$ cat src/rtl/multicycle_control.sv
// Control FSM for a multicycle RV32 datapath: sequences fetch/decode/execute/memory/writeback
// and traps on illegal opcodes or a memory request that never completes.
module multicycle_control #(
    parameter int CSR_EN      = 1,
    parameter int MEM_TIMEOUT = 16,
    parameter int CNT_W       = 32
) (
    input  logic             clk,
    input  logic             rst,
    input  logic [6:0]       op,
    input  logic [2:0]       func3,
    input  logic [6:0]       func7,
    input  logic             alu_zero,
    input  logic             alu_last_bit,
    input  logic             mem_ready,
    output logic             mem_req,
    output logic             mem_write,
    output logic             addr_source,
    output logic             ir_write,
    output logic             pc_write,
    output logic             pc_source,
    output logic [1:0]       alu_src_a,
    output logic [1:0]       alu_src_b,
    output logic [3:0]       alu_control,
    output logic [2:0]       imm_source,
    output logic             reg_write,
    output logic             csr_write_enable,
    output logic [1:0]       write_back_source,
    output logic             trap,
    output logic [2:0]       state,
    output logic [CNT_W-1:0] instret
);
    typedef enum logic [2:0] {
        S_FETCH = 3'd0, S_DECODE = 3'd1, S_EXEC = 3'd2,
        S_MEM   = 3'd3, S_WB     = 3'd4, S_TRAP = 3'd5
    } state_t;

    localparam logic [6:0] OP_R = 7'b0110011, OP_I = 7'b0010011, OP_LD = 7'b0000011,
                           OP_ST = 7'b0100011, OP_BR = 7'b1100011, OP_JAL = 7'b1101111,
                           OP_JALR = 7'b1100111, OP_LUI = 7'b0110111, OP_AUIPC = 7'b0010111,
                           OP_SYS = 7'b1110011;
    localparam logic [3:0] A_ADD = 4'b0000, A_SUB = 4'b0001, A_AND = 4'b0010, A_OR = 4'b0011,
                           A_SLT = 4'b0101, A_SLTU = 4'b0111, A_XOR = 4'b1000, A_BAD = 4'b1111;
    localparam int WW = (MEM_TIMEOUT > 2) ? $clog2(MEM_TIMEOUT) : 1;
    localparam logic [WW-1:0] WAIT_MAX = WW'(MEM_TIMEOUT - 1);

    state_t            state_q, state_d;
    logic [WW-1:0]     wait_q, wait_d;
    logic [CNT_W-1:0]  instret_q, instret_d;
    logic              legal, br_taken;
    logic [3:0]        alu_dec, br_alu;

    always_comb begin
        legal = 1'b0;
        case (op)
            OP_R, OP_I, OP_LD, OP_ST, OP_JAL, OP_JALR, OP_LUI, OP_AUIPC: legal = 1'b1;
            OP_BR:  legal = (func3 != 3'b010) && (func3 != 3'b011);
            OP_SYS: legal = (CSR_EN != 0) && (func3 != 3'b000);
            default: legal = 1'b0;
        endcase
    end

    // Unsupported func3 (shifts) yields the invalid code but does not trap.
    always_comb begin
        alu_dec = A_BAD;
        case (func3)
            3'b000:  alu_dec = (op == OP_R && func7 == 7'b0100000) ? A_SUB : A_ADD;
            3'b111:  alu_dec = A_AND;
            3'b110:  alu_dec = A_OR;
            3'b100:  alu_dec = A_XOR;
            3'b010:  alu_dec = A_SLT;
            3'b011:  alu_dec = A_SLTU;
            default: alu_dec = A_BAD;
        endcase
    end

    always_comb begin
        br_alu   = A_BAD;
        br_taken = 1'b0;
        case (func3)
            3'b000: begin br_alu = A_SUB;  br_taken = alu_zero;      end
            3'b001: begin br_alu = A_SUB;  br_taken = !alu_zero;     end
            3'b100: begin br_alu = A_SLT;  br_taken = alu_last_bit;  end
            3'b101: begin br_alu = A_SLT;  br_taken = !alu_last_bit; end
            3'b110: begin br_alu = A_SLTU; br_taken = alu_last_bit;  end
            3'b111: begin br_alu = A_SLTU; br_taken = !alu_last_bit; end
            default: begin br_alu = A_BAD; br_taken = 1'b0;          end
        endcase
    end

    always_comb begin
        state_d           = state_q;
        wait_d            = '0;
        mem_req           = 1'b0;
        mem_write         = 1'b0;
        addr_source       = 1'b0;
        ir_write          = 1'b0;
        pc_write          = 1'b0;
        pc_source         = 1'b0;
        alu_src_a         = 2'b00;
        alu_src_b         = 2'b00;
        alu_control       = A_ADD;
        imm_source        = 3'b000;
        reg_write         = 1'b0;
        csr_write_enable  = 1'b0;
        write_back_source = 2'b00;
        trap              = 1'b0;
        case (state_q)
            S_FETCH: begin
                mem_req = 1'b1;
                if (mem_ready) begin
                    ir_write  = 1'b1;
                    pc_write  = 1'b1;
                    alu_src_b = 2'b10;
                    state_d   = S_DECODE;
                end else if (wait_q == WAIT_MAX) begin
                    state_d = S_TRAP;
                end else begin
                    wait_d = wait_q + 1'b1;
                end
            end
            S_DECODE: begin
                // Precompute the branch/jump target into the ALU output register.
                alu_src_a = 2'b01;
                alu_src_b = 2'b01;
                case (op)
                    OP_ST:            imm_source = 3'b001;
                    OP_BR:            imm_source = 3'b010;
                    OP_LUI, OP_AUIPC: imm_source = 3'b011;
                    OP_JAL:           imm_source = 3'b100;
                    default:          imm_source = 3'b000;
                endcase
                state_d = legal ? S_EXEC : S_TRAP;
            end
            S_EXEC: begin
                state_d = S_WB;
                case (op)
                    OP_R:  begin alu_src_a = 2'b10; alu_control = alu_dec; end
                    OP_I:  begin alu_src_a = 2'b10; alu_src_b = 2'b01; alu_control = alu_dec; end
                    OP_LD, OP_ST: begin
                        alu_src_a = 2'b10;
                        alu_src_b = 2'b01;
                        state_d   = S_MEM;
                    end
                    OP_BR: begin
                        alu_src_a   = 2'b10;
                        alu_control = br_alu;
                        pc_write    = br_taken;
                        pc_source   = br_taken;
                        state_d     = S_FETCH;
                    end
                    OP_JAL:   begin pc_write = 1'b1; pc_source = 1'b1; end
                    OP_JALR:  begin alu_src_a = 2'b10; alu_src_b = 2'b01; pc_write = 1'b1; end
                    OP_LUI:   begin alu_src_a = 2'b11; alu_src_b = 2'b01; end
                    OP_AUIPC: begin alu_src_a = 2'b01; alu_src_b = 2'b01; end
                    default: ;
                endcase
            end
            S_MEM: begin
                mem_req     = 1'b1;
                addr_source = 1'b1;
                mem_write   = (op == OP_ST);
                if (mem_ready)                state_d = (op == OP_ST) ? S_FETCH : S_WB;
                else if (wait_q == WAIT_MAX)  state_d = S_TRAP;
                else                          wait_d  = wait_q + 1'b1;
            end
            S_WB: begin
                reg_write = 1'b1;
                case (op)
                    OP_LD:           write_back_source = 2'b01;
                    OP_JAL, OP_JALR: write_back_source = 2'b10;
                    OP_SYS: begin    write_back_source = 2'b11; csr_write_enable = 1'b1; end
                    default:         write_back_source = 2'b00;
                endcase
                state_d = S_FETCH;
            end
            S_TRAP:  trap = 1'b1;
            default: state_d = S_TRAP;
        endcase
    end

    always_comb begin
        instret_d = instret_q;
        if (state_d == S_FETCH &&
            (state_q == S_EXEC || state_q == S_MEM || state_q == S_WB))
            instret_d = instret_q + 1'b1;
    end

    always_ff @(posedge clk) begin
        if (rst) begin
            state_q   <= S_FETCH;
            wait_q    <= '0;
            instret_q <= '0;
        end else begin
            state_q   <= state_d;
            wait_q    <= wait_d;
            instret_q <= instret_d;
        end
    end

    assign state   = state_q;
    assign instret = instret_q;
endmodule

$ cat config.mk
export PLATFORM = sky130hd
export DESIGN_NAME = multicycle_control
export DESIGN_NICKNAME = d
export VERILOG_FILES = /design/src/rtl/multicycle_control.sv
export SDC_FILE = /design/constraint.sdc
export NUM_CORES = 1
export LEC_CHECK = 0
export CAP_MARGIN = 20
export CORE_MARGIN = 5
export CORE_UTILIZATION = 45
export DETAILED_ROUTE_END_ITERATION = 8
export PLACE_DENSITY = 0.79
export SYNTH_ARGS = -nofsm -noshare
export SYNTH_HDL_FRONTEND = slang
export SYNTH_SLANG_ARGS = --single-unit
$ cat constraint.sdc
create_clock -name clk -period 2.6 [get_ports clk]
set_clock_uncertainty 0.05 [all_clocks]
set_input_delay 0.26 -clock clk [delete_from_list [all_inputs] [get_ports clk]]
set_output_delay 0.26 -clock clk [all_outputs]
set_load 0.05 [all_outputs]
==> results.txt <==
Setup repair after global routing left no endpoint under its margin. In this run switching power makes up 29.3% of total power. The first routing iteration left 169 violations. The via count of the first global-routing pass came out at 2423. Counting the buffers created by CTS gives 5. The core region area came out at 0.00517 mm^2. The number of I/O port buffers is 78.

The number of library cell types mapped by synthesis came out at 43. The type of origin of the critical path is a flip-flop. Measured against its own limit, the worst slew margin works out to 52.5%. The total track usage is 19.6%. The instance count of the mapped netlist came out at 328. Clock tree synthesis selected as its root buffer the cell clkbuf_8. In this run the worst setup path terminates at reg_write. The max capacitance violation total came out at 0. In this run the count of I/O pins placed on the die edge is 79. The number of fillers in the final layout came out at 416. The iteration count of the initial detailed-routing pass is 4.

The worst setup path is of the flip-flop to output pin kind. The fraction of layout cells with a size suffix above 1 is 14.3%. Power spread over the standard cell area amounts to 356 mW/mm^2. The clock network is responsible for 30.0% of the overall power. The final layout contains 444 nets. The data required time at the worst endpoint is 2290 ps.

The first-pass GRT wire length came out at 11.5 mm. The final cell count without fillers is 491. The number of hold-repair buffers added at the cts stage is 0. The total half-perimeter wirelength after legalization and detailed placement came out at 5.62 mm. The initial antenna violation count is 0. The final setup slack of the worst path came out at 82.1 ps. The number of nets in the synthesized netlist is 352. The number of antenna diodes in the final layout is 0. In this run the number of H-tree levels came out at 2. The critical path capture point type is an output pin. The post-synth design cell area came out at 0.00242 mm^2. The die covers 0.00694 mm^2. The final count of pins violating max slew came out at 0. The maximum fanout count along the critical path came out at 8.

Once detail routing completed, the nets flagged for antenna violations numbered 0. The largest buffer count on any clock path is 2. The highest achievable clock rate is 397 MHz.

The global placement routability congestion came out at 0.912. In this run, synthesis inferred 0 flip-flops with an integrated enable. In this run, flip-flops and latches consume 47.5% of the power. The leakage component of the power came out at 1.24 nW. Summed over its instances, the top area cell type makes up 32.3% of the synthesized netlist area. By count the netlist is led by nor2_1, dfxtp_1, xnor2_1. For this configuration, the core starts out at a cell density of 46.7%. The post-CTS repair timing setup buffer count is 0.

The floorplan die width is 83.3 um. For the pin with the worst max-slew slack, the measured transition is 710 ps. The switching power total came out at 0.000379 W. The worst-skew pair later-pin latency came out at 280 ps. The pre-CTS setup slack came out at 3.93 ps. Setup violations remaining at the end of the flow were counted as 0. The internal power is 0.000916 W. The share of the Yosys chip area taken by registers is 32.3%. The number of storage elements in the synthesis netlist came out at 39.

TritonCTS built the clock tree. After clock tree synthesis, the clock-pin slew on the worst setup and hold paths is 70 ps. In the final routed layout, each cell accounts on average for 14.4 um.

The number of cells in the design after placement came out at 483. Yosys attributes the largest share of cell area to dfxtp_1, xnor2_1, nor2_1. The critical path starts at state[0]. Measured in cells, the most critical reg-to-reg path has a length of 6.

Using the TritonRoute via totals, the vias-per-cell ratio works out to 5.41. For flop-to-flop paths, the worst setup slack is 280 ps. The largest net degree at the start of global routing came out at 29. Summed over all instances, the cell type with the most area after synthesis is dfxtp_1. The minimum clock period came out at 2520 ps.

The via count is 2655. For this run, the leading register cell type out of synthesis is dfxtp_1. Across the VDD grid, the largest voltage drop is 459 uV. Counting every sink on the clock net gives 39. The growth of design area from synthesis to finish is 50.7%.

The remaining routing DRC violations came out at 0. The post-cts resize count is 0. A synthesized cell averages 7.37 um^2. The share of flip-flops with an asynchronous set or reset after synthesis came out at 0%. The number of warning messages in the yosys log came out at 0. The die height came out at 83.3 um.

The final hold violation count came out at 0. The flow ran to the end, and the final reports show no timing, DRC or antenna violations. In this run the critical register-to-register path is captured at instret[31]. In this run the critical register-to-register path is launched from state[0]. The routed wire length came out at 7.06 mm.

Among all cell types in the netlist, the one instantiated most often is nor2_1. The aggregate global routing overflow came out at 0. The arrival time of data at the critical path endpoint came out at 2210 ps.

The portion of the clock cycle consumed by the worst path in the final layout is 96.8%. The worst hold path belongs to the class flip-flop to flip-flop. After floorplanning, the core was divided into 26 placement rows. The part of the total power dissipated in combinational logic is 22.5%.
-- cell usage in the layout, fill, tap and decap left out, drive strengths merged, types with 2 or more instances in the layout --
master and n:
or4 2, ha 2, or3 9, or2 3, clkdlybuf4s50 60, and3 6, nand3 18, dfxtp 39
nor4 8, a21oi 21, nand2b 6, and2 5, and4 3, nor4b 6, a211oi 4, a31oi 2
o21a 3, nor3b 2, nor2 44, nand3b 2, xor2 4, nor3 20, buf 44, a41oi 2
nor2b 3, o21ai 19, xnor2 25, inv 10, nand4 7, clkbuf 7, nand2 24
-- kinds of logic (layout without fill, tap and decap cells) --
family / count (synthesis) / count (layout) / share of synthesized area, %
fa+ha+maj: 2 / 2 / 1.04
buf+inv: 29 / 122 / 5.02
simple gates: 172 / 172 / 37.3
xor+xnor: 29 / 29 / 10.5
flops: 39 / 39 / 32.3
compound gates: 57 / 57 / 13.8
-- registers in the layout, indices dropped and copies added (netlist names) --
signal	flops
wait_q	4
instret	32
state	3
-- power groups by stage --
stage	Sequential, W	Clock, W	Combinational (W)
after CTS	0.000616	0.000397	0.000291
after global placement	0.000629	0	0.000287
after floorplan	0.000641	0	0.000146
final	0.000616	0.000388	0.000291
after global routing	0.000617	0.000426	0.000307
after detailed placement	0.000630	0	0.000290
-- how the worst min path moves through the flow --
stage,from,endpoint,slack [ps],depth (start not counted)
after global placement,wait_q[0],wait_q[0],380,1
after detailed placement,wait_q[0],wait_q[0],380,1
after global routing,wait_q[0],wait_q[0],420,1
after floorplan,wait_q[0],wait_q[0],370,1
after CTS,wait_q[0],wait_q[0],400,1
final,wait_q[0],wait_q[0],400,1
-- per-stage QoR --
step                total power, W  TNS (ps)  hold WS, ps  cell area, um^2  utilization [%]
global placement          0.000916         0          380             3560             68.9
floorplan                 0.000787      -372          368             2440                -
detailed placement        0.000919         0          384             3560             68.9
global route               0.00135         0          420             3640             70.4
CTS                        0.00130         0          401             3640             70.4
finish                     0.00130         0          400             3640             70.4
-- worst max-delay path: stages (launching register included) --
cell             delay [ps]
dfxtp_1                 390
buf_4                   200
nor2_1                  200
nand2_1                 170
inv_2                   160
clkdlybuf4s50_1         820
-- cell type report --
| type | count | area, um^2 | area share (%) |
|---|---|---|---|
| sequential | 39 | 781 | 21.4 |
| inverter | 10 | 37.5 | 1.03 |
| clock inverter | 1 | 5.00 | 0.137 |
| timing repair buffer | 104 | 1120 | 30.7 |
| multi-input combinational | 260 | 1540 | 42.2 |
| tap | 70 | 87.6 | 2.40 |
| clock buffer | 7 | 76.3 | 2.09 |
-- per-layer routing --
metal	up-vias	track usage, %	part of all wire [%]	wire length (um)
met3	2	3.66	4.4	309
li1	1346	-	-	-
met2	55	33.8	50	3520
met4	0	3.57	0.44	31
met5	-	0	0	0
met1	1252	25.5	45	3200
(Power assumes the default switching activity.)
